[src/rtl/rpn_stack_ctrl.sv]
// rpn_stack_ctrl
// Postfix (RPN) evaluation controller placed directly in front of a Stack
// block of matching DEPTH and BANDWIDTH. It consumes operand/operator
// tokens, drives the stack's push/pop/data_in, and evaluates operators
// using the words the stack presents on data_out.
//
// Ports:
//   clk           clock, rising edge
//   rstn          asynchronous reset, active-high (shared with the Stack)
//   tok_valid     token offered
//   tok_ready     token accepted on tok_valid & tok_ready (high in IDLE)
//   tok_is_op     0 = operand, 1 = operator
//   tok_data      operand value, or opcode in [1:0] (ADD/SUB/AND/OUT)
//   stk_push      to Stack.push
//   stk_pop       to Stack.pop
//   stk_data_in   to Stack.data_in
//   stk_data_out  from Stack.data_out (popped word, valid the cycle after pop)
//   stk_full      from Stack.full
//   stk_empty     from Stack.empty
//   res_valid     one-cycle pulse, result present on res_data
//   res_data      last OUT result, held until the next res_valid
//   err_ovf       sticky overflow flag (operand dropped on a full stack)
//   err_udf       sticky underflow flag (operator dropped, too few words)
//   depth         local count of stacked words
//
// state | meaning
// IDLE  | waiting for a token, tok_ready high
// PUSH  | pushing the latched operand
// POP1  | popping the top word (b, or the OUT value)
// POP2  | popping a; b visible on stk_data_out
// CALC  | a visible on stk_data_out; result registered
// PUSHR | pushing the result
// EMIT  | OUT value visible on stk_data_out; res_valid next cycle
module rpn_stack_ctrl #(
  parameter int BANDWIDTH = 4,
  parameter int DEPTH     = 8
) (
  input  logic                         clk,
  input  logic                         rstn,
  input  logic                         tok_valid,
  output logic                         tok_ready,
  input  logic                         tok_is_op,
  input  logic [BANDWIDTH-1:0]         tok_data,
  output logic                         stk_push,
  output logic                         stk_pop,
  output logic [BANDWIDTH-1:0]         stk_data_in,
  input  logic [BANDWIDTH-1:0]         stk_data_out,
  input  logic                         stk_full,
  input  logic                         stk_empty,
  output logic                         res_valid,
  output logic [BANDWIDTH-1:0]         res_data,
  output logic                         err_ovf,
  output logic                         err_udf,
  output logic [$clog2(DEPTH+1)-1:0]   depth
);

  localparam int DW = $clog2(DEPTH+1);
  localparam logic [DW-1:0] DEPTH_C = DW'(DEPTH);

  localparam logic [1:0] OP_ADD = 2'b00;
  localparam logic [1:0] OP_SUB = 2'b01;
  localparam logic [1:0] OP_AND = 2'b10;
  localparam logic [1:0] OP_OUT = 2'b11;

  typedef enum logic [2:0] {IDLE, PUSH, POP1, POP2, CALC, PUSHR, EMIT} state_t;

  state_t               state, state_nxt;
  logic [BANDWIDTH-1:0] opd_q;
  logic [1:0]           op_q;
  logic [BANDWIDTH-1:0] b_q;
  logic [BANDWIDTH-1:0] result_q;
  logic [BANDWIDTH-1:0] calc_val;
  logic                 ld_opd;
  logic                 ld_op;
  logic                 set_ovf;
  logic                 set_udf;

  always_comb begin
    state_nxt   = state;
    tok_ready   = 1'b0;
    stk_push    = 1'b0;
    stk_pop     = 1'b0;
    stk_data_in = '0;
    ld_opd      = 1'b0;
    ld_op       = 1'b0;
    set_ovf     = 1'b0;
    set_udf     = 1'b0;
    case (state)
      IDLE: begin
        tok_ready = 1'b1;
        if (tok_valid) begin
          if (!tok_is_op) begin
            if (depth == DEPTH_C || stk_full) begin
              set_ovf = 1'b1;
            end else begin
              ld_opd    = 1'b1;
              state_nxt = PUSH;
            end
          end else if (tok_data[1:0] == OP_OUT) begin
            if (depth == '0 || stk_empty) begin
              set_udf = 1'b1;
            end else begin
              ld_op     = 1'b1;
              state_nxt = POP1;
            end
          end else begin
            if (depth < DW'(2) || stk_empty) begin
              set_udf = 1'b1;
            end else begin
              ld_op     = 1'b1;
              state_nxt = POP1;
            end
          end
        end
      end
      PUSH: begin
        stk_push    = 1'b1;
        stk_data_in = opd_q;
        state_nxt   = IDLE;
      end
      POP1: begin
        stk_pop   = 1'b1;
        state_nxt = (op_q == OP_OUT) ? EMIT : POP2;
      end
      POP2: begin
        stk_pop   = 1'b1;
        state_nxt = CALC;
      end
      CALC: state_nxt = PUSHR;
      PUSHR: begin
        stk_push    = 1'b1;
        stk_data_in = result_q;
        state_nxt   = IDLE;
      end
      EMIT: state_nxt = IDLE;
      default: state_nxt = IDLE;
    endcase
  end

  // In CALC, stk_data_out carries a (second pop); b was captured in POP2.
  always_comb begin
    calc_val = stk_data_out;
    case (op_q)
      OP_ADD: calc_val = stk_data_out + b_q;
      OP_SUB: calc_val = stk_data_out - b_q;
      OP_AND: calc_val = stk_data_out & b_q;
      default: calc_val = stk_data_out;
    endcase
  end

  always_ff @(posedge clk or posedge rstn) begin
    if (rstn) begin
      state     <= IDLE;
      depth     <= '0;
      opd_q     <= '0;
      op_q      <= '0;
      b_q       <= '0;
      result_q  <= '0;
      res_data  <= '0;
      res_valid <= 1'b0;
      err_ovf   <= 1'b0;
      err_udf   <= 1'b0;
    end else begin
      state <= state_nxt;
      if (ld_opd) opd_q <= tok_data;
      if (ld_op)  op_q  <= tok_data[1:0];
      if (state == POP2) b_q <= stk_data_out;
      if (state == CALC) result_q <= calc_val;
      if (stk_push)     depth <= depth + DW'(1);
      else if (stk_pop) depth <= depth - DW'(1);
      res_valid <= (state == EMIT);
      if (state == EMIT) res_data <= stk_data_out;
      if (set_ovf) err_ovf <= 1'b1;
      if (set_udf) err_udf <= 1'b1;
    end
  end

endmodule

[config.mk]
export PLATFORM = sky130hd
export DESIGN_NAME = rpn_stack_ctrl
export DESIGN_NICKNAME = d
export VERILOG_FILES = /design/src/rtl/rpn_stack_ctrl.sv
export SDC_FILE = /design/constraint.sdc
export NUM_CORES = 1
export LEC_CHECK = 0
export CAP_MARGIN = 20
export CELL_PAD_IN_SITES_DETAIL_PLACEMENT = 0
export CELL_PAD_IN_SITES_GLOBAL_PLACEMENT = 1
export CORE_AREA = 3 3 64 66
export CTS_BUF_LIST = sky130_fd_sc_hd__clkbuf_8
export DETAILED_ROUTE_END_ITERATION = 10
export DIE_AREA = 0 0 67 69
export PLACE_DENSITY_LB_ADDON = 0.25
export SYNTH_ARGS = -nofsm -noshare
export SYNTH_HDL_FRONTEND = slang
export SYNTH_SLANG_ARGS = --single-unit
[constraint.sdc]
create_clock -name clk -period 6.28 [get_ports clk]
set_input_delay 0.628 -clock clk [delete_from_list [all_inputs] [get_ports clk]]
set_output_delay 0.628 -clock clk [all_outputs]
set_load 0.01 [all_outputs]
## Yosys cells after proc, flatten, opt, wreduce, memory -nomap -nowiden

Index checks and enable logic that the tools add are counted.

| storage, ports and cells | value |
|---|---|
| register bits | 28 |
| bits of input ports | 14 |

| operators by class | value |
|---|---|
| add/subtract/negate cells | 4 |
| order comparisons | 1 |
| equal/unequal tests | 15 |
| muxes and demuxes | 35 |
| bitwise operators | 1 |
| reductions and logical operators | 10 |

Operators by type and width:

| operator | number |
|---|---|
| $mux 1 | 23 |
| $mux 3 | 7 |
| $pmux 3 s4 | 1 |
| $pmux 4 s3 | 1 |
| $eq 3x3->1 const B | 3 |
| $mux 4 | 2 |
| $ne 4x4->1 const B | 2 |
| $pmux 4 s2 | 1 |
| $eq 2x2->1 const B | 3 |
| $eq 3x2->1 const B | 2 |
| $add 4x1->4 const B | 1 |
| $add 4x4->4 | 1 |
| $and 4x4->4 | 1 |
| $eq 4x4->1 const B | 1 |
| $logic_not 4->1 | 1 |
| $lt 4x2->1 const B | 1 |
| $reduce_and 4->1 | 1 |
| $reduce_or 2->1 | 2 |
| $sub 4x1->4 const B | 1 |
| $sub 4x4->4 | 1 |
| $eq 3x1->1 const B | 1 |
| $logic_not 3->1 | 1 |
| $logic_or 1x1->1 | 3 |
| $ne 3x3->1 const B | 1 |
| 4 further kinds | 4 |

## Depth between registers and ports, before layout

Gate-level depths: netlist (run 1).

| depth | value |
|---|---|
| depth in word-level cells | 7 |
| depth in mapped cells | 11 |
| gate-level depth less buffers | 11 |

## Worst setup path before layout (run 1)

No wires, ideal clock.

| timing | value |
|---|---|
| path type | register to register |
| from | register op_q[1] |
| to | register result_q[3] |
| setup time | 0.120 ns |
| arrival | 2.080 ns |
| data required time | 6.160 ns |
| setup slack | 4.080 ns |
| stages on the path, launching flop included | 11 |
| buffers on the path | 1 |
| period minus slack after synthesis | 2.200 ns |
| cells stage by stage | dfrtp_1 > clkbuf_1 > nand2b_1 > o21ai_0 > inv_1 > ha_1 > nor2b_1 > o21a_1 > or3_1 > mux2i_1 > nor2_1 |

| on the way | value |
|---|---|
| cells in the longest elaborated chain, start to end | 2 |
| elaborated cells between the ends (all ways) | 4 |
| those cells by class | 2 x eq/ne; 1 x mux; 1 x reduce/logical |

Ends and longest elaborated chain:

| item | line | source |
|---|---|---|
| start, declared | 69 | `logic [1:0] op_q;` |
| start signal, assigned | 166 | `if (ld_op) op_q <= tok_data[1:0];` |
| $eq 2x2->1, or another cell as far along | 143 | `case (op_q)` |
| $pmux 4 s3 (*) | 143 |  |
| end signal, assigned | 168 | `if (state == CALC) result_q <= calc_val;` |
| end, declared | 71 | `logic [BANDWIDTH-1:0] result_q;` |

Every way passes the cells marked *; elsewhere a longest branch is shown, timed or not.
A chain may end at the register's enable or synchronous reset.

## Worst setup path after layout (run 1)

| timing | value |
|---|---|
| from | register state[0] |
| to | output stk_data_in[0] |

| on the way | value |
|---|---|
| cells in the longest elaborated chain, start to end | 2 |
| elaborated cells between the ends (all ways) | 3 |
| those cells by class | 2 x eq/ne; 1 x mux |

Ends and longest elaborated chain:

| item | line | source |
|---|---|---|
| start, declared | 67 | `state_t state, state_nxt;` |
| start signal, assigned | 164 | `state <= state_nxt;` |
| $eq 3x3->1 or $eq 3x1->1 (tied branches) | 88 | `case (state)` |
| $pmux 4 s2 (*) | 88 |  |
| end, declared | 46 | `output logic [BANDWIDTH-1:0] stk_data_in,` |

Marked as above.

==> impl_metrics.tcl, run 1 <==
set metrics [dict create \
    wire_per_inst_microns 14.0 \
    track_usage_pct 14.7 \
    area_growth_pct 26.0 \
    setup_viol 0 \
    worstSetupPathType "reg2out" \
    cp.arrival_ns 1.93 \
    cts.sinks 28 \
    drc_errors 0 \
    layout.nets 203 \
    clk_pin_slew_ns 0.09 \
    layout_min_cycle_time_ns 2.56 \
    whs_path_depth 1 \
    ys_seq_area_share_pct 44.8 \
    clk-insertion-delay-late_ns 0.27 \
    fp-row-count 22 \
    finClkSkew_ns 0.00687 \
    drt.antenna.violating_nets 0 \
    r2r_slack_ns 3.92 \
    dr_total_vias 1140 \
    first_global_vias 1149 \
    synth.area.mux_share_pct 12.4 \
    ctsRootBufferMaster "clkbuf_8" \
    placedInstanceArea_sq_um 1900 \
    port_buffers 31 \
    yosys.area_share.simple_pct 14.2 \
    clock.fmax_mhz 390 \
    cts_resized 0 \
    viasPerCell 5.04 \
    numCtsBuffers 3 \
    initial_core_util_pct 43.0 \
    htree_levels 1 \
    hold_class "reg2reg" \
    status "finished, final reports clean" \
    fin_area_sq_um 1970 \
    seq_power_share_pct 38.1 \
    antenna_found_initial 0 \
    diodes 0 \
    p_leak_nw 0.850 \
    slew_headroom_pct 63.7 \
    avgSynthCellArea_sq_um 10.5 \
    ys_types 31 \
    synthAdderAreaFrac_pct 8.17 \
    hold_viol 0 \
    r2r_end "result_q[3]" \
    layout-drive-gt1-share_pct 10.7 \
    async_reset_ff_share_pct 100 \
    drt-pass1-iter-count 4 \
    num_io_pins 32 \
    syn_area_sq_um 1560 \
    drt_wl_total_microns 3170 \
    maxCapViolations 0 \
    drt_iter0_drc 46 \
    cp.required_ns 5.65 \
    switching_share_pct 39.6 \
    synthFlopType "dfrtp_1" \
    synthesis.nets 172 \
    worstMarginPinSlew_ns 0.544 \
    grt_max_degree 29 \
    coreArea_sq_um 3630 \
    synth_xor_area_share_pct 3.92 \
    rsz0062_at_grt "false" \
    p_clk_share_pct 10.2 \
    power_density_nw_per_um2 482 \
    synth_top_family_by_area "simple AND/OR/NAND/NOR gates" \
    synth-edff-count 0 \
    min_from "err_udf" \
    crit_fanout 9 \
    die_y_microns 69 \
    combPwrFrac_pct 51.7 \
    grt_pass1_wl_microns 5340 \
    synth-compound-area-share_pct 11.5 \
    p_switching_mw 0.376 \
    fin_crit_sh_pct 40.8 \
    cts_tree "yes" \
    yosysWarnings 0 \
    final_cells 226 \
    startpoint_type "flip-flop" \
    p_int_mw 0.574 \
    postCtsSetupBuffers 0 \
    hold_buffers 0 \
    ys_ff_latch 28 \
    nFillCells 363 \
    die_w_microns 67 \
    gp_congestion 0.792 \
    synthCells 149 \
    grt_overflow 0 \
    dieArea_sq_um 4620 \
    whs_endpoint "err_udf" \
    drv_slew 0 \
    reg2regPathDepth 9 \
    final_util_pct 54.2 \
    dp_hpwl_microns 2410 \
    cts_buffer_depth 2 \
    dp.cells 222 \
    setup_tns_ns 0 \
    r2r-start "op_q[1]" \
    vdd_drop_max_v 0.000220 \
    crit_path_end_kind "primary output" \
]
[sequential cells by signal, summed over array words and instances (netlist names)]
| name | flops |
|---|---|
| b_q | 4 |
| depth | 4 |
| err_ovf | 1 |
| err_udf | 1 |
| op_q | 2 |
| opd_q | 4 |
| res_data | 4 |
| res_valid | 1 |
| result_q | 4 |
| state | 3 |
[layout make-up]
class / instances / area (sq um) / area share (%)
repair buffers: 32 / 338 / 17.2
multi-input cells: 103 / 785 / 39.8
well taps: 48 / 60.1 / 3.05
flip-flops and latches: 28 / 701 / 35.6
inverters: 12 / 45.0 / 2.29
clock buffers: 3 / 41.3 / 2.10
[cells in the mapped netlist, types with 2 or more instances]
master    count  area (sq um)
dfrtp_1      28           701
inv_1        12          45.0
nor2_1       12          45.0
mux2_2       11           124
nand2_1       9          33.8
o21ai_0       8          40.0
a21oi_1       7          35.0
ha_1          7          87.6
mux2i_1       7          70.1
o211ai_1      5          37.5
o21bai_1      4          30.0
xnor2_1       4          35.0
clkbuf_1      3          11.3
nand3_1       3          15.0
nor2b_1       3          18.8
nor3_1        3          15.0
o21a_1        3          22.5
xor2_1        3          26.3
buf_2         2          10.0
fa_1          2          40.0
nand2b_1      2          12.5
nand3b_1      2          15.0
[how the worst max path moves through the flow]
stage	from	end	slack, ns
final	state[0]	stk_data_in[0]	3.72
after global routing	state[0]	stk_data_in[1]	3.64
after CTS	state[0]	stk_data_in[0]	3.72
after detailed placement	stk_data_out[0]	result_q[2]	3.92
after global placement	stk_data_out[0]	result_q[2]	3.96
after floorplan	op_q[1]	result_q[3]	4.08
[power by group through the flow]
stage / Sequential (mW) / Combinational, mW / Clock [mW]
after CTS: 0.363 / 0.494 / 0.100
after floorplan: 0.325 / 0.358 / 0
final: 0.362 / 0.491 / 0.0968
after global routing: 0.375 / 0.551 / 0.108
after detailed placement: 0.366 / 0.491 / 0
after global placement: 0.361 / 0.479 / 0
[cells in the final DEF (no fill, tap or decap), types with 2 or more instances in the layout]
cell / Yosys / final
inv_1: 12 / 12
o21a_1: 3 / 3
clkdlybuf4s50_1: 0 / 31
xnor2_1: 4 / 4
mux2i_1: 7 / 7
xor2_1: 3 / 3
nor2b_1: 3 / 3
nand2b_1: 2 / 2
nor2_1: 12 / 12
a21oi_1: 7 / 7
fa_1: 2 / 2
ha_1: 7 / 7
nand2_1: 9 / 9
clkbuf_8: 0 / 3
nand3_1: 3 / 3
nor3_1: 3 / 3
o211ai_1: 5 / 5
o21bai_1: 4 / 4
mux2_2: 11 / 11
o21ai_0: 8 / 8
nand3b_1: 2 / 2
dfrtp_1: 28 / 28
[worst max-delay path: stages, from the launching register on]
cell and delay (ns):
dfrtp_1 0.58, nand2b_1 0.32, nor2_1 0.20, clkdlybuf4s50_1 0.56
[cells by family (layout without fill, tap and decap cells)]
group,count (synthesis),in the layout
multiplexers,18,18
AND/OR/NAND/NOR,40,40
flip-flops,28,28
adder cells (fa/ha/maj),9,9
XOR/XNOR,7,7
AO/OA/AOI/OAI,29,29
buffers and inverters,18,47
[per-layer routing]
| layer | share of wire (%) | vias up | global-route usage (%) |
|---|---|---|---|
| met3 | 3.8 | 4 | 1.95 |
| met2 | 45 | 23 | 21.7 |
| met4 | 1.2 | 0 | 5.41 |
| met5 | 0 | - | 0 |
| li1 | - | 564 | - |
| met1 | 50 | 549 | 21.7 |
[per-stage QoR]
stage               hold WS (ns)  power (mW)  setup slack, ns
floorplan                  0.464       0.684             4.08
global placement           0.461       0.840             3.96
detailed placement         0.465       0.857             3.92
CTS                        0.490       0.958             3.72
global route               0.496        1.03             3.64
finish                     0.488       0.950             3.72
Power figures use the tool's default switching activity.
==> run 2: changes to the inputs <==
- CORE_AREA: 3 3 64 66 -> 3 3 69 71
- DIE_AREA: 0 0 67 69 -> 0 0 72 74
- clock period: 6.28 -> 2.2 ns (I/O delays scaled with it)
==> run 2 against run 1 <==
Register-to-register slack got worse by 3.8 ns. Power rose to 3.1 times the previous value. Core utilization fell by 6.5 points. Die area rose by 15%. Sequential share of layout area fell by 1.3 points. Clock power rose to 3.2 times the previous value. Critical path depth rose by 8. Worst setup slack got worse by 3.6 ns. Via count rose by 2.5%. Non-clock buffer count rose by 10. Clock-buffer cell count rose by 1. Critical endpoint is now result_q[3]. Highest routed layer unchanged.
==> impl_metrics.tcl, run 2 (synthesis gave the netlist of run 1 again) <==
set metrics [dict create \
    clk_pin_slew_ns 0.09 \
    diodes 0 \
    port_buffers 31 \
    first_global_vias 1192 \
    num_io_pins 32 \
    drt-pass1-iter-count 4 \
    p_leak_nw 0.899 \
    cp.arrival_ns 2.21 \
    startpoint_type "flip-flop" \
    power_density_nw_per_um2 1420 \
    layout.nets 213 \
    hold_class "in2async" \
    die_y_microns 74 \
    cts_buffer_depth 2 \
    viasPerCell 4.85 \
    die_w_microns 72 \
    hold_viol 0 \
    final_util_pct 47.7 \
    dr_total_vias 1168 \
    drv_slew 0 \
    area_growth_pct 31.0 \
    cts_tree "yes" \
    ctsRootBufferMaster "clkbuf_8" \
    layout-drive-gt1-share_pct 16.9 \
    worstSetupPathType "reg2reg" \
    coreArea_sq_um 4290 \
    multiInputGateArea_sq_um 788 \
    max_stage_delay_ns 0.38 \
    clk-insertion-delay-late_ns 0.27 \
    cp_slowest_cell "dfrtp_1" \
    fin_crit_sh_pct 93.1 \
    dieArea_sq_um 5330 \
    wire_per_inst_microns 13.9 \
    crit_chain "inv_2, ha_1, nand2_1, o21ai_2, inv_1, ha_1, nor2b_1, o21a_1, or3_1, mux2i_1, nor2_1" \
    fp-row-count 24 \
    crit_path_end_kind "flip-flop" \
    initial_core_util_pct 36.4 \
    regArea_sq_um 701 \
    cpMostUsedCell "ha_1" \
    cts.sinks 28 \
    setup_tns_ns 0 \
    status "finished, final reports clean" \
    drc_errors 0 \
    drt_iter0_drc 37 \
    vdd_drop_max_v 0.000693 \
    drt_wl_total_microns 3350 \
    worstMarginPinSlew_ns 0.535 \
    numCtsBuffers 3 \
    power_mw 2.90 \
    crit_fanout 2 \
    dp_hpwl_microns 2640 \
    gp_congestion 0.843 \
    slew_headroom_pct 63.9 \
    reg2regPathDepth 11 \
    layout_min_cycle_time_ns 2.05 \
    htree_levels 1 \
    maxCapViolations 0 \
    antenna_found_initial 0 \
    hold_buffers 0 \
    setup_viol 0 \
    grt_pass1_wl_microns 5710 \
    nFillCells 402 \
    clock.fmax_mhz 488 \
    grt_max_degree 29 \
    finClkSkew_ns 0.00127 \
    drt.antenna.violating_nets 0 \
    cp.required_ns 2.37 \
    layout_common_cells "31 x clkdlybuf4s50_1, 28 x dfrtp_1, 12 x nor2_1" \
    track_usage_pct 13.6 \
    grt_overflow 0 \
    final_common_cell "clkdlybuf4s50_1" \
]
==> run 2: where the power goes <==
part	total (mW)	switching (mW)	leakage (nW)	internal, mW
sequential	0.925	0.174	0.326	0.752
combinational	1.66	0.776	0.544	0.889
clock	0.313	0.153	0.0288	0.160
total	2.90	1.10	0.899	1.80
==> run 2: final cells by class <==
cell class,instances,share of cell area [%]
Clock buffer,4,2.69
Timing Repair Buffer,42,19.2
Tap cell,52,3.18
Sequential cell,28,34.2
Multi-Input combinational cell,103,38.5
Inverter,12,2.20
==> run 2: layer usage <==
layer  vias up  global-route usage (%)  wire [microns]
li1        586                       -               -
met1       554                    17.4            1490
met2        26                    23.9            1690
met3         2                    3.11             151
met4         0                    2.51              17
met5         -                       0               0
==> run 2: stage by stage <==
stage	worst slack (ns)	instance area [sq um]	std cells	hold slack [ns]
2_1_floorplan	0.000433	1560	149	0.285
6_report	0.151	2050	241	0.309
4_1_cts	0.00719	2020	238	0.323
3_3_place_gp	0.106	1970	234	0.462
5_1_grt	-0.00926	2050	241	0.339
3_5_place_dp	0.0294	1970	234	0.471
==> run 2: path summary, 6_finish.rpt <==
| check | from | end | slack, ns |
|---|---|---|---|
| setup reg to reg | b_q[1] | result_q[3] | 0.15 |
| max in group asynchronous | rstn | opd_q[3] | 1.63 |
| setup / recovery | b_q[1] | result_q[3] | 0.15 |
| min in group clk | res_data[0] | res_data[0] | 0.48 |
| hold reg to reg | res_data[0] | res_data[0] | 0.48 |
| hold / removal | rstn | res_valid | 0.31 |
==> run 2: critical path: cells and delay by family (launching register included) <==
family,cells,cell delay (ns)
muxes,1,0.14
and+or+nand+nor,4,0.56
adders and majority gates,2,0.53
DFF,1,0.38
buffers and inverters,2,0.10
AOI/OAI and AO/OA,2,0.23
==> run 2: what timing repair did <==
item,4_1_cts,5_1_grt
buffers inserted,0,3
resized for setup,0,3
hold endpoints to repair,0,0
setup endpoints to repair,0,1
==> run 3: changes to the inputs <==
- PLACE_DENSITY: unset -> 0.84
- PLACE_DENSITY_LB_ADDON: 0.25 -> unset
==> run 3 against run 2 <==
Clock skew is 0.0077 ns higher. Die area stayed put. Via count rose by 2.4%. First-iteration DRC count grew to 2.6 times the previous value. Maximum frequency down 2.3%. Clock-buffer cell count fell by 1. Cell area down 0.61%. Sequential share of layout area rose by 0.27 points. Worst hold slack worse by 0.015 ns. Critical path depth did not move. Largest power group unchanged.
==> impl_metrics.tcl, run 3 (synthesis gave the netlist of run 1 again) <==
set metrics [dict create \
    fin_crit_sh_pct 95.3 \
    setup_tns_ns 0 \
    crit_fanout 2 \
    clock.fmax_mhz 477 \
    gp_congestion 0.813 \
    die_w_microns 72 \
    clk-insertion-delay-late_ns 0.29 \
    finClkSkew_ns 0.00900 \
    coreArea_sq_um 4290 \
    power_density_nw_per_um2 1460 \
    layout_min_cycle_time_ns 2.10 \
    p_leak_nw 0.886 \
    drt_wl_total_microns 3470 \
    grt_overflow 0 \
    antenna_found_initial 0 \
    drc_errors 0 \
    cp.required_ns 2.38 \
    fp-row-count 24 \
    layout_common_cells "31 x clkdlybuf4s50_1, 27 x dfrtp_1, 12 x inv_1, 12 x nor2_1, 11 x mux2_2" \
    final_common_cell "clkdlybuf4s50_1" \
    cts_tree "yes" \
    hold_slack_ns 0.294 \
    maxCapViolations 0 \
    crit_path_end_kind "flip-flop" \
    drt.antenna.violating_nets 0 \
    hold_class "in2async" \
    nFillCells 401 \
    cts_buffer_depth 2 \
    first_global_vias 1239 \
    multiInputGateArea_sq_um 788 \
    drt-pass1-iter-count 4 \
    num_io_pins 32 \
    grt_pass1_wl_microns 5730 \
    layout.nets 209 \
    dp_hpwl_microns 2570 \
    htree_levels 1 \
    grt_max_degree 29 \
    rsz0062_at_grt "false" \
    status "finished, final reports clean" \
    reg2regPathDepth 11 \
    diodes 0 \
    track_usage_pct 13.9 \
    worstSetupPathType "reg2reg" \
    dieArea_sq_um 5330 \
    dr_total_vias 1196 \
    port_buffers 31 \
    die_y_microns 74 \
    startpoint_type "flip-flop" \
    viasPerCell 5.05 \
    r2r_slack_ns 0.10 \
    numCtsBuffers 3 \
    worstMarginPinSlew_ns 0.535 \
    ctsRootBufferMaster "clkbuf_8" \
    clk_pin_slew_ns 0.10 \
    hold_viol 0 \
    wire_per_inst_microns 14.6 \
    initial_core_util_pct 36.4 \
    cp.arrival_ns 2.27 \
    drv_slew 0 \
    layout-drive-gt1-share_pct 15.1 \
    slew_headroom_pct 63.8 \
    cts.sinks 28 \
    vdd_drop_max_v 0.000670 \
    area_growth_pct 30.2 \
    drt_iter0_drc 97 \
    setup_viol 0 \
    regArea_sq_um 702 \
]
[run 3: area by class of cell]
type | count | share of cell area [%]
Timing Repair Buffer | 38 | 17.8
Sequential cell | 28 | 34.5
Clock buffer | 3 | 2.03
Multi-Input combinational cell | 103 | 38.7
Clock inverter | 1 | 1.48
Inverter | 12 | 2.21
Tap cell | 52 | 3.20
[run 3: worst max-delay path, cell delays in order (launching register included)]
cell     delay [ns]
dfrtp_1        0.37
inv_1          0.08
ha_1           0.28
nand2_1        0.06
o21ai_2        0.08
inv_1          0.06
ha_1           0.26
nor2b_1        0.13
o21a_1         0.17
or3_1          0.30
mux2i_1        0.14
nor2_1         0.07
[run 3: worst paths after layout]
check | startpoint | endpoint
min in group clk | res_data[1] | res_data[1]
max in group asynchronous | rstn | state[0]
max reg2reg | b_q[1] | result_q[3]
min | rstn | state[0]
min reg2reg | res_data[1] | res_data[1]
max | b_q[1] | result_q[3]
[run 3: metrics by stage]
step	cell area [sq um]	power (mW)	cells	worst slack (ns)	utilization [%]
final	2030	2.98	237	0.103	47.4
after global routing	2030	3.20	237	0.00859	47.4
after CTS	2030	2.98	237	0.0517	47.3
after detailed placement	1950	2.53	232	0.0111	45.4
after global placement	1950	2.46	232	0.109	45.4
after floorplan	1560	1.95	149	0.000433	-
[run 3: repair_timing]
item | in CTS | in global routing
setup buffers | 1 | 0
endpoints found under the setup margin | 1 | 6
gates resized for setup | 0 | 3
hold buffers | 0 | 0
pin swaps | 0 | 0
[run 3: report_power, final]
group	switching (mW)	internal (mW)
Combinational	0.778	0.840
Clock	0.173	0.244
Sequential	0.190	0.753
Total	1.14	1.84
[run 3: per-layer routing]
layer  vias to the layer above  routed length (microns)  part of all wire [%]  GRT usage [%]
met4                         0                       89                   2.6           7.31
met5                         -                        0                     0              0
met3                         7                       84                   2.4           1.76
met1                       584                     1570                    45           17.4
li1                        581                        -                     -              -
met2                        24                     1730                    50           23.6
